**config.mk**
```make
export PLATFORM = sky130hd
export DESIGN_NAME = instr_fetch
export DESIGN_NICKNAME = d
export VERILOG_FILES = /design/src/rtl/cpu_pkg.sv /design/src/rtl/instr_ram.sv /design/src/rtl/instr_fetch.sv
export SDC_FILE = /design/constraint.sdc
export NUM_CORES = 1
export LEC_CHECK = 0
export ABC_CLOCK_PERIOD_IN_PS = 4100
export BUFFER_PORTS_ARGS = -buffer_cell sky130_fd_sc_hd__buf_2
export CORE_MARGIN = 10
export CORE_UTILIZATION = 50
export DETAILED_ROUTE_END_ITERATION = 7
export PLACE_DENSITY = 0.63
export SKIP_LAST_GASP = 1
export SLEW_MARGIN = 20
export SYNTH_ARGS = -nofsm -noshare
export SYNTH_HDL_FRONTEND = slang
export SYNTH_SLANG_ARGS = --single-unit
```
**constraint.sdc**
```tcl
create_clock -name clka -period 4.1 [get_ports clka]
set_input_delay 0.205 -clock clka [delete_from_list [all_inputs] [get_ports clka]]
set_output_delay 0.205 -clock clka [all_outputs]
set_load 0.005 [all_outputs]
```
**src/rtl/cpu_pkg.sv**
```systemverilog
// Shared types and constants for the fetch stage and its instruction RAM.
// Latency: n/a (declarations only).
// Backpressure: n/a.
package cpu_pkg;

    localparam int INSTR_W = 16;
    localparam int PC_W    = 6;

    localparam logic [INSTR_W-1:0] NOP_INSTR = 16'h0000;

    typedef enum logic [1:0] {
        LOAD  = 2'd0,
        FETCH = 2'd1,
        EXEC  = 2'd2
    } fetch_state_t;

endpackage

```
**src/rtl/instr_ram.sv**
```systemverilog
// Single-port synchronous instruction RAM with a registered read port.
// Latency: write lands on the clock edge; read data is valid one edge after re.
// Backpressure: none; the caller never asserts we and re together.
//
// Ports:
//   clk   - clock, all state on rising edge
//   we    - write enable, writes wdata to mem[addr]
//   re    - read enable, captures mem[addr] into rdata
//   addr  - shared read/write address
//   wdata - write data
//   rdata - registered read data, held until the next read
module instr_ram #(
    parameter int W     = 16,
    parameter int AW    = 6,
    parameter int DEPTH = 64
) (
    input  logic          clk,
    input  logic          we,
    input  logic          re,
    input  logic [AW-1:0] addr,
    input  logic [W-1:0]  wdata,
    output logic [W-1:0]  rdata
);

    logic [W-1:0] mem [DEPTH];
    logic [W-1:0] rdata_q;

    // Contents are deliberately not reset; the fetch stage masks stale words.
    always_ff @(posedge clk) begin
        if (we) begin
            mem[addr] <= wdata;
        end else if (re) begin
            rdata_q <= mem[addr];
        end
    end

    assign rdata = rdata_q;

endmodule

```
**src/rtl/instr_fetch.sv**
```systemverilog
// Instruction memory + fetch stage: loads a program stream, then fetches RAM[pc] per PC strobe.
// Latency: pc_lat_clk at N -> instr_valid low at N+1, new instr valid at N+2 (1 instr / 2 cycles).
// Backpressure: none; loads accepted every cycle, writes beyond DEPTH words are dropped.
//
// Ports:
//   clka        - clock
//   reset_in    - asynchronous active-low reset
//   we_ins      - program-load write enable (also forces a reload from FETCH/EXEC)
//   load        - program word to store
//   pc          - current PC
//   pc_lat_clk  - one-cycle strobe, PC just updated
//   instr       - instruction for the decoder
//   instr_valid - instr corresponds to the current pc
//   load_count  - words loaded since the last load start (0..DEPTH)
//   mem_full    - load_count == DEPTH
module instr_fetch
    import cpu_pkg::*;
#(
    parameter int INSTR_W = cpu_pkg::INSTR_W,
    parameter int PC_W    = cpu_pkg::PC_W,
    parameter int DEPTH   = 64
) (
    input  logic               clka,
    input  logic               reset_in,
    input  logic               we_ins,
    input  logic [INSTR_W-1:0] load,
    input  logic [PC_W-1:0]    pc,
    input  logic               pc_lat_clk,
    output logic [INSTR_W-1:0] instr,
    output logic               instr_valid,
    output logic [PC_W:0]      load_count,
    output logic               mem_full
);

    localparam logic [PC_W:0] FULL_CNT = (PC_W+1)'(DEPTH);
    localparam logic [PC_W:0] ONE_CNT  = (PC_W+1)'(1);

    fetch_state_t       state_q;
    logic [PC_W:0]      load_count_q;
    logic               instr_valid_q;
    logic               nop_q;

    logic               ram_we;
    logic               ram_re;
    logic [PC_W-1:0]    ram_addr;
    logic [INSTR_W-1:0] ram_rdata;

    assign mem_full = (load_count_q == FULL_CNT);

    // RAM port steering. A reload from FETCH/EXEC writes address 0 and
    // suppresses the read, so the port is never used for both at once.
    always_comb begin
        ram_we   = 1'b0;
        ram_re   = 1'b0;
        ram_addr = pc;
        case (state_q)
            LOAD: begin
                if (we_ins && !mem_full) begin
                    ram_we   = 1'b1;
                    ram_addr = load_count_q[PC_W-1:0];
                end
            end
            FETCH, EXEC: begin
                if (we_ins) begin
                    ram_we   = 1'b1;
                    ram_addr = '0;
                end else if (state_q == FETCH) begin
                    ram_re = 1'b1;
                end
            end
            default: ;
        endcase
    end

    instr_ram #(
        .W     (INSTR_W),
        .AW    (PC_W),
        .DEPTH (DEPTH)
    ) u_ram (
        .clk   (clka),
        .we    (ram_we),
        .re    (ram_re),
        .addr  (ram_addr),
        .wdata (load),
        .rdata (ram_rdata)
    );

    always_ff @(posedge clka or negedge reset_in) begin
        if (!reset_in) begin
            state_q       <= LOAD;
            load_count_q  <= '0;
            instr_valid_q <= 1'b0;
            nop_q         <= 1'b1;
        end else begin
            case (state_q)
                LOAD: begin
                    if (we_ins) begin
                        if (!mem_full) begin
                            load_count_q <= load_count_q + ONE_CNT;
                        end
                    end else if (load_count_q != '0) begin
                        state_q <= FETCH;
                    end
                end
                FETCH: begin
                    if (we_ins) begin
                        state_q       <= LOAD;
                        instr_valid_q <= 1'b0;
                        load_count_q  <= ONE_CNT;
                    end else begin
                        // Addresses not written by the current load read as NOP.
                        nop_q         <= ({1'b0, pc} >= load_count_q);
                        instr_valid_q <= 1'b1;
                        state_q       <= EXEC;
                    end
                end
                EXEC: begin
                    if (we_ins) begin
                        state_q       <= LOAD;
                        instr_valid_q <= 1'b0;
                        load_count_q  <= ONE_CNT;
                    end else if (pc_lat_clk) begin
                        instr_valid_q <= 1'b0;
                        state_q       <= FETCH;
                    end
                end
                default: begin
                    state_q       <= LOAD;
                    instr_valid_q <= 1'b0;
                end
            endcase
        end
    end

    // Both mux inputs are registers; RAM data only changes on a fetch,
    // so instr holds its last value until the next FETCH completes.
    assign instr       = nop_q ? NOP_INSTR : ram_rdata;
    assign instr_valid = instr_valid_q;
    assign load_count  = load_count_q;

endmodule

```
# Word-level counts from Yosys, hierarchy flattened
# Memory sizes are Yosys's and may differ from the RTL's. A register that Yosys moved wholly into a read port is not among the register bits.
# Index checks and enable logic that the tools add are counted.
# classes
n_shift	0
mul	0
eq_ne	9
n_bitwise	3
n_reduce_logical	11
n_addsub	1
n_div	0
n_mux	26
n_lt_le_gt_ge	1
# ops
cell	n
7-bit 2-to-1 mux	3
16-bit 2-to-1 mux	1
7-bit case mux with 2 select lines	1
6-bit 2-to-1 mux	2
6-bit case mux with 2 select lines	1
1-bit 2-to-1 mux	10
2-bit 2-to-1 mux	5
2-bit inequality test, second input constant	4
7-bit by 1-bit adder with 7-bit output, second input constant	1
7-bit equality test, second input constant	1
6-bit by 7-bit >= comparator with 1-bit output	1
7-bit nonzero test	1
2-bit case mux with 3 select lines	1
2-bit AND reduction	3
4-bit AND reduction	1
3-bit inequality test, second input constant	1
1-bit inverter	3
1-bit case mux with 3 select lines	1
3-bit AND reduction	1
2-bit by 1-bit equality test with 1-bit output, second input constant	1
2-bit equality test, second input constant	1
2-bit zero test	1
2-bit by 1-bit inequality test with 1-bit output, second input constant	1
1-bit case mux with 2 select lines	1
other kinds (4)	4
# word_totals
romBits	0
word_cells	56
latchBits	0
ff_bits	11
ramBits	1024
memories	1
out_inout_bits	25
input_bits	26
# mem_list
memory	words	word_bits	rd	rd_ports_with_merged_regs	write_ports	line	source
u_ram.mem	64	16	1	1	1	instr_ram.sv:25	logic [W-1:0] mem [DEPTH];

# Longest topological paths before layout
# logic_depth
ltp_word	7
mapped_depth	13
ltp_nobuf	10

# By module
# A second synthesis with hierarchy kept.
# unflattened
hier_cells	2265
hier_area_um2	41126.9
# by_module_without_submodules
mod	instances	area_each_um2	seq_area_each_um2	cells_each
instr_ram	1	40040.9	31230.0	2138
instr_fetch	1	1086.0	276.5	127

# Worst setup path after synthesis
# OpenSTA, ideal clock, no wires.
# synth_path
path_kind	register -> register
from	reg load_count_q[1], in the netlist load_count[1]
to	mem u_ram.mem[15][0], enable pin
setup_time_ps	388
n_path_buf	2
period_less_slack_ps	3265
arrival_time_ps	2877
required_ps	3712
stages_incl_launch_ff	11
path_slack_ps	835
path_cell_list	dfrtp_1 > inv_1 > ha_1 > nor2b_1 > a21oi_4 > nor2_2 > a32oi_1 > buf_4 > or3_1 > clkbuf_1 > nor2_1
# synth_between
elab_chain_cells	7
elab_cells_between_ends	9
classes_between	eq/ne (1); mux (6); reduce/logical (2)
# synth_lines
element	line	source
start: declaration	instr_fetch.sv:39	logic [PC_W:0] load_count_q;
start signal: assignment	instr_fetch.sv:99	load_count_q <= load_count_q + ONE_CNT;
7-bit equality test	instr_fetch.sv:48	assign mem_full = (load_count_q == FULL_CNT);
1-bit zero test	--	
1-bit logical AND	instr_fetch.sv:58	if (we_ins && !mem_full) begin
1-bit 2-to-1 mux	instr_fetch.sv:58	
1-bit case mux with 2 select lines	instr_fetch.sv:56	case (state_q)
1-bit 2-to-1 mux	instr_ram.sv:30	if (we) begin
1-bit 2-to-1 mux (implied by the code)	instr_ram.sv:31	mem[addr] <= wdata;
end: declaration	instr_ram.sv:25	
# Several ways; a longest one is shown, not always the timed one.

# Final worst setup path
# layout_path
from	reg state_q[0]
to	reg u_ram.rdata_q[10], in the netlist u_ram.rdata[10] (read register of u_ram.mem) (data pin)
# layout_between
elab_chain_cells	5
elab_cells_between_ends	11
classes_between	eq/ne (2); mux (5); bitwise (1); reduce/logical (3)
# layout_lines
element	line	source
start: declaration	instr_fetch.sv:38	fetch_state_t state_q;
start signal: assignment	instr_fetch.sv:90	state_q <= LOAD;
start signal: assignment	instr_fetch.sv:102	state_q <= FETCH;
start signal: assignment	instr_fetch.sv:107	state_q <= LOAD;
2-bit by 1-bit equality test with 1-bit output / 2-bit equality test (equally long branches)	instr_fetch.sv:56, instr_fetch.sv:67	
2-bit OR reduction (no line) / 1-bit 2-to-1 mux (equally long branches)	--	
1-bit case mux with 2 select lines / 1-bit 2-to-1 mux (equally long branches)	instr_fetch.sv:56, instr_fetch.sv:64	
1-bit inverter (no line) / 1-bit 2-to-1 mux (equally long branches)	--	
2-bit AND reduction (no line)	--	
end: declaration	instr_ram.sv:26	logic [W-1:0] rdata_q;
# Several ways; a longest one is shown, not always the timed one.
# A chain may end at the register's enable or synchronous reset.

==> summary.txt <==
Timing
  • Final hold viol count: 0
  • Max-slew violation count: 0
  • Final min period: 3.91 ns
  • RSZ-0062 raised after global routing: false
  • Max frequency: 255 MHz
  • Actual transition at the worst max-transition pin: ~0.89 ns
  • Number of failing setup endpoints in the final timing report: 0
  • Max transition margin: 40.7%
  • Ratio of final minimum period to clock period: between 90% and 100%
  • Maximum clock skew at final layout: roughly 0.013 ns
  • Smallest setup slack after layout: 0.186 ns

Route
  • First DRT Iteration DRCs: 2229
  • Remaining antenna violation count after routing: 0
  • WL final: 105000 um
  • Average wire per cell in the routed design: 28.0 um
  • Detailed-routing iteration count for the pre-antenna-repair pass: 7
  • DRC violations left: 0
  • Via/cell ratio: 6.00
  • Vias: 22.5k

Global route
  • Global route total overflow: 0
  • Number of antenna violations at the first check in global routing: 3
  • Overall Global Routing Usage: 21.8%
  • Largest net degree at the start of global routing: 65
  • Vias in the first global route: 22.6k
  • First-pass GRT wire length: 152000 um

Final layout
  • # nets final: 2626
  • Area growth from synthesis to layout: 14.7%
  • Fill count: 6138
  • Share of layout cells above drive strength 1: 16.2%

Clocking
  • TritonCTS clock tree: built
  • Number of sinks handled by clock tree synthesis: 1051
  • Root Buffer: clkbuf_16
  • Max clock buf depth: 3
  • Clock buffers created by TritonCTS: around 110
  • Clock latency on the worst-skew pair: 0.67 ns
  • # H-tree levels: 3
  • Clock transition time at the flip-flop clock pins of the worst setup and hold paths: ~0.06 ns

Power
  • Overall power after layout: 29.2 mW
  • IR Drop Worst-Case VDD: 0.415 mV
  • Cell Pwr Density: 614 nW/um^2
  • Leakage power figure: 15.7 nW

Synth
  • Synth Flop Type: edfxtp_1
  • Number of standard cells after synthesis: 2354
  • Synthesized area divided by synthesized cell count: 17.6 sq um
  • Mapped Nets: ~2.4k
  • Part of the Yosys area used for sequential elements: 76.1%
  • Number of different library cells in the post-synthesis netlist: 49
  • Async set-reset flop share out of synthesis: 1.05%
  • Warnings, synthesis: 0
  • Post-synth EDFFs: 1040
  • Cell area after synthesis: 41400 sq um
  • Number of storage elements in the synthesis netlist: 1051

Place
  • Setup slack after placement: -0.0166 ns
  • Weighted congestion reported at the end of routability-driven placement: approximately 0.87
  • Half-perimeter wire length after detailed placement: about 60000 um
  • Count of buffers from port buffering: 50

Critical path
  • Data arrival time of the critical path: about 4.3 ns
  • Critical path type: reg2reg
  • CP startpoint kind: register
  • Stage delay of the slowest cell on the critical path: 0.71 ns
  • Worst Path Required: 4.52 ns
  • CP Capture Type: register
  • Crit path cell chain: inv_1, ha_2, nor2b_2, nor3_4, o32ai_4, buf_4, buf_12, mux2i_1, o22ai_1, o21ai_0, nand4_1, or2_1
  • Highest net fanout along the worst path: 54
  • Crit-path slowest cell: o21ai_0

Die
  • Core outline area: 82100 sq um
  • Initial cell density of the core: 50.4%
  • Die Span X: 308 um
  • I/O pin count: 51
  • Die Y: just over 300 um
  • Area of the die: between 90000 and 100000 sq um
  • Placement row count: 105

Worst hold path
  • Type of the tightest min-delay check: in2async

Run
  • Max-cap viol count: 0

Outcome
  • Status: complete, no violations
## layout by cell type, fill, tap and decap left out, types with 12 or more instances in the layout
cell / count
buf_12: 26
buf_2: 48
buf_4: 172
clkbuf_1: 12
clkbuf_16: 107
clkinv_1: 28
clkinv_2: 28
edfxtp_1: 1040
inv_1: 15
mux2i_1: 512
nand2_1: 22
nand3_1: 13
nand4_1: 32
nor2_1: 78
nor2b_1: 18
o21ai_0: 123
o22ai_1: 258
or2_1: 16
## critical path: cells and delay by family (launching register included)
kind | cells | cell delay [ns]
AOI/OAI and AO/OA | 3 | 1.19
muxes | 1 | 0.24
and+or+nand+nor | 4 | 0.83
buffers and inverters | 3 | 0.58
DFF | 1 | 0.38
adders and majority gates | 1 | 0.41
## Yosys cell counts, drive strengths merged (4+ instances only)
master | n | area share, %
nand2 | 24 | 0.22
edfxtp | 1040 | 75
clkbuf | 38 | 0.34
nand3 | 13 | 0.16
nand4 | 32 | 0.48
nor2 | 87 | 0.80
ha | 12 | 0.36
nor3 | 4 | 0.076
dfrtp | 10 | 0.60
nor2b | 20 | 0.30
o21ai | 134 | 1.6
o22ai | 258 | 3.9
a21oi | 9 | 0.14
buf | 91 | 1.9
o31ai | 4 | 0.13
or2 | 16 | 0.24
nand2b | 5 | 0.094
inv | 15 | 0.14
mux2i | 512 | 12
## through the flow
step / instance area, sq um / util, % / cells / hold slack, ns / TNS (ns)
global placement: 43900 / 53.5 / 3538 / 0.0851 / -0.00718
finish: 47500 / 57.8 / 3749 / 0.0337 / 0
global route: 47500 / 57.8 / 3748 / 0.0219 / 0
detailed placement: 43900 / 53.5 / 3538 / 0.0957 / -0.0238
CTS: 47400 / 57.7 / 3741 / 0.00501 / -0.0219
floorplan: 41400 / - / 2354 / -0.0906 / 0
## metal layers
layer  vias up  GRT usage, %  wire, um
li1       9912             -         -
met1     11500          28.7     42400
met2       871          36.8     51900
met3       185          3.26      7020
met4         0          7.43      3560
met5         -             0         0
## state kept, by name, summed over array words and instances (netlist names)
register	count
u_ram.mem	1024
u_ram.rdata	16
state_q	2
load_count	7
instr_valid	1
nop_q	1
## power breakdown
part	internal, mW	switching (mW)
clock	5.36	4.01
sequential	12.2	0.187
combinational	3.05	4.36
total	20.6	8.56
## cell families after synthesis
group	synth area share, %
DFF	76.1
muxes	12.4
AOI/OAI and AO/OA	6.13
and+or+nand+nor	2.55
buffers and inverters	2.36
adders and majority gates	0.363
xor gates and xnor gates	0.0847
## cell type report
class | instances | area (sq um) | area share [%]
Multi-Input combinational cell | 1159 | 9000 | 19.0
Tap cell | 1070 | 1340 | 2.82
Inverter | 15 | 56.3 | 0.119
Antenna cell | 1 | 2.50 | 0.00527
Clock inverter | 79 | 676 | 1.42
Sequential cell | 1051 | 31500 | 66.4
Timing Repair Buffer | 256 | 2200 | 4.64
Clock buffer | 118 | 2700 | 5.68
## final timing paths
check | start | end | slack (ns) | cells after the start
hold / removal | reset_in | nop_q$_DFFE_PN1P_ | 0.03 | 2
hold reg to reg | instr_valid$_DFFE_PN0P_ | instr_valid$_DFFE_PN0P_ | 0.50 | 2
setup / recovery | state_q[0]$_DFFE_PN0P_ | u_ram.rdata[10]$_DFFE_PP_ | 0.19 | 12
setup reg to reg | state_q[0]$_DFFE_PN0P_ | u_ram.rdata[10]$_DFFE_PP_ | 0.19 | 12
min in group clka | pc[5] | nop_q$_DFFE_PN1P_ | 0.05 | 4
max in group asynchronous | reset_in | state_q[1]$_DFFE_PN0P_ | 3.13 | 3
## what timing repair did
action | in CTS | in global routing
pin swaps | 3 | 5
gates resized for setup | 3 | 5
cloned | 0 | 1
setup buffers | 0 | 6
endpoints found under the hold margin | 29 | 0
endpoints found under the setup margin | 2 | 6
hold buffers | 6 | 0
Power figures use the tool's default switching activity.
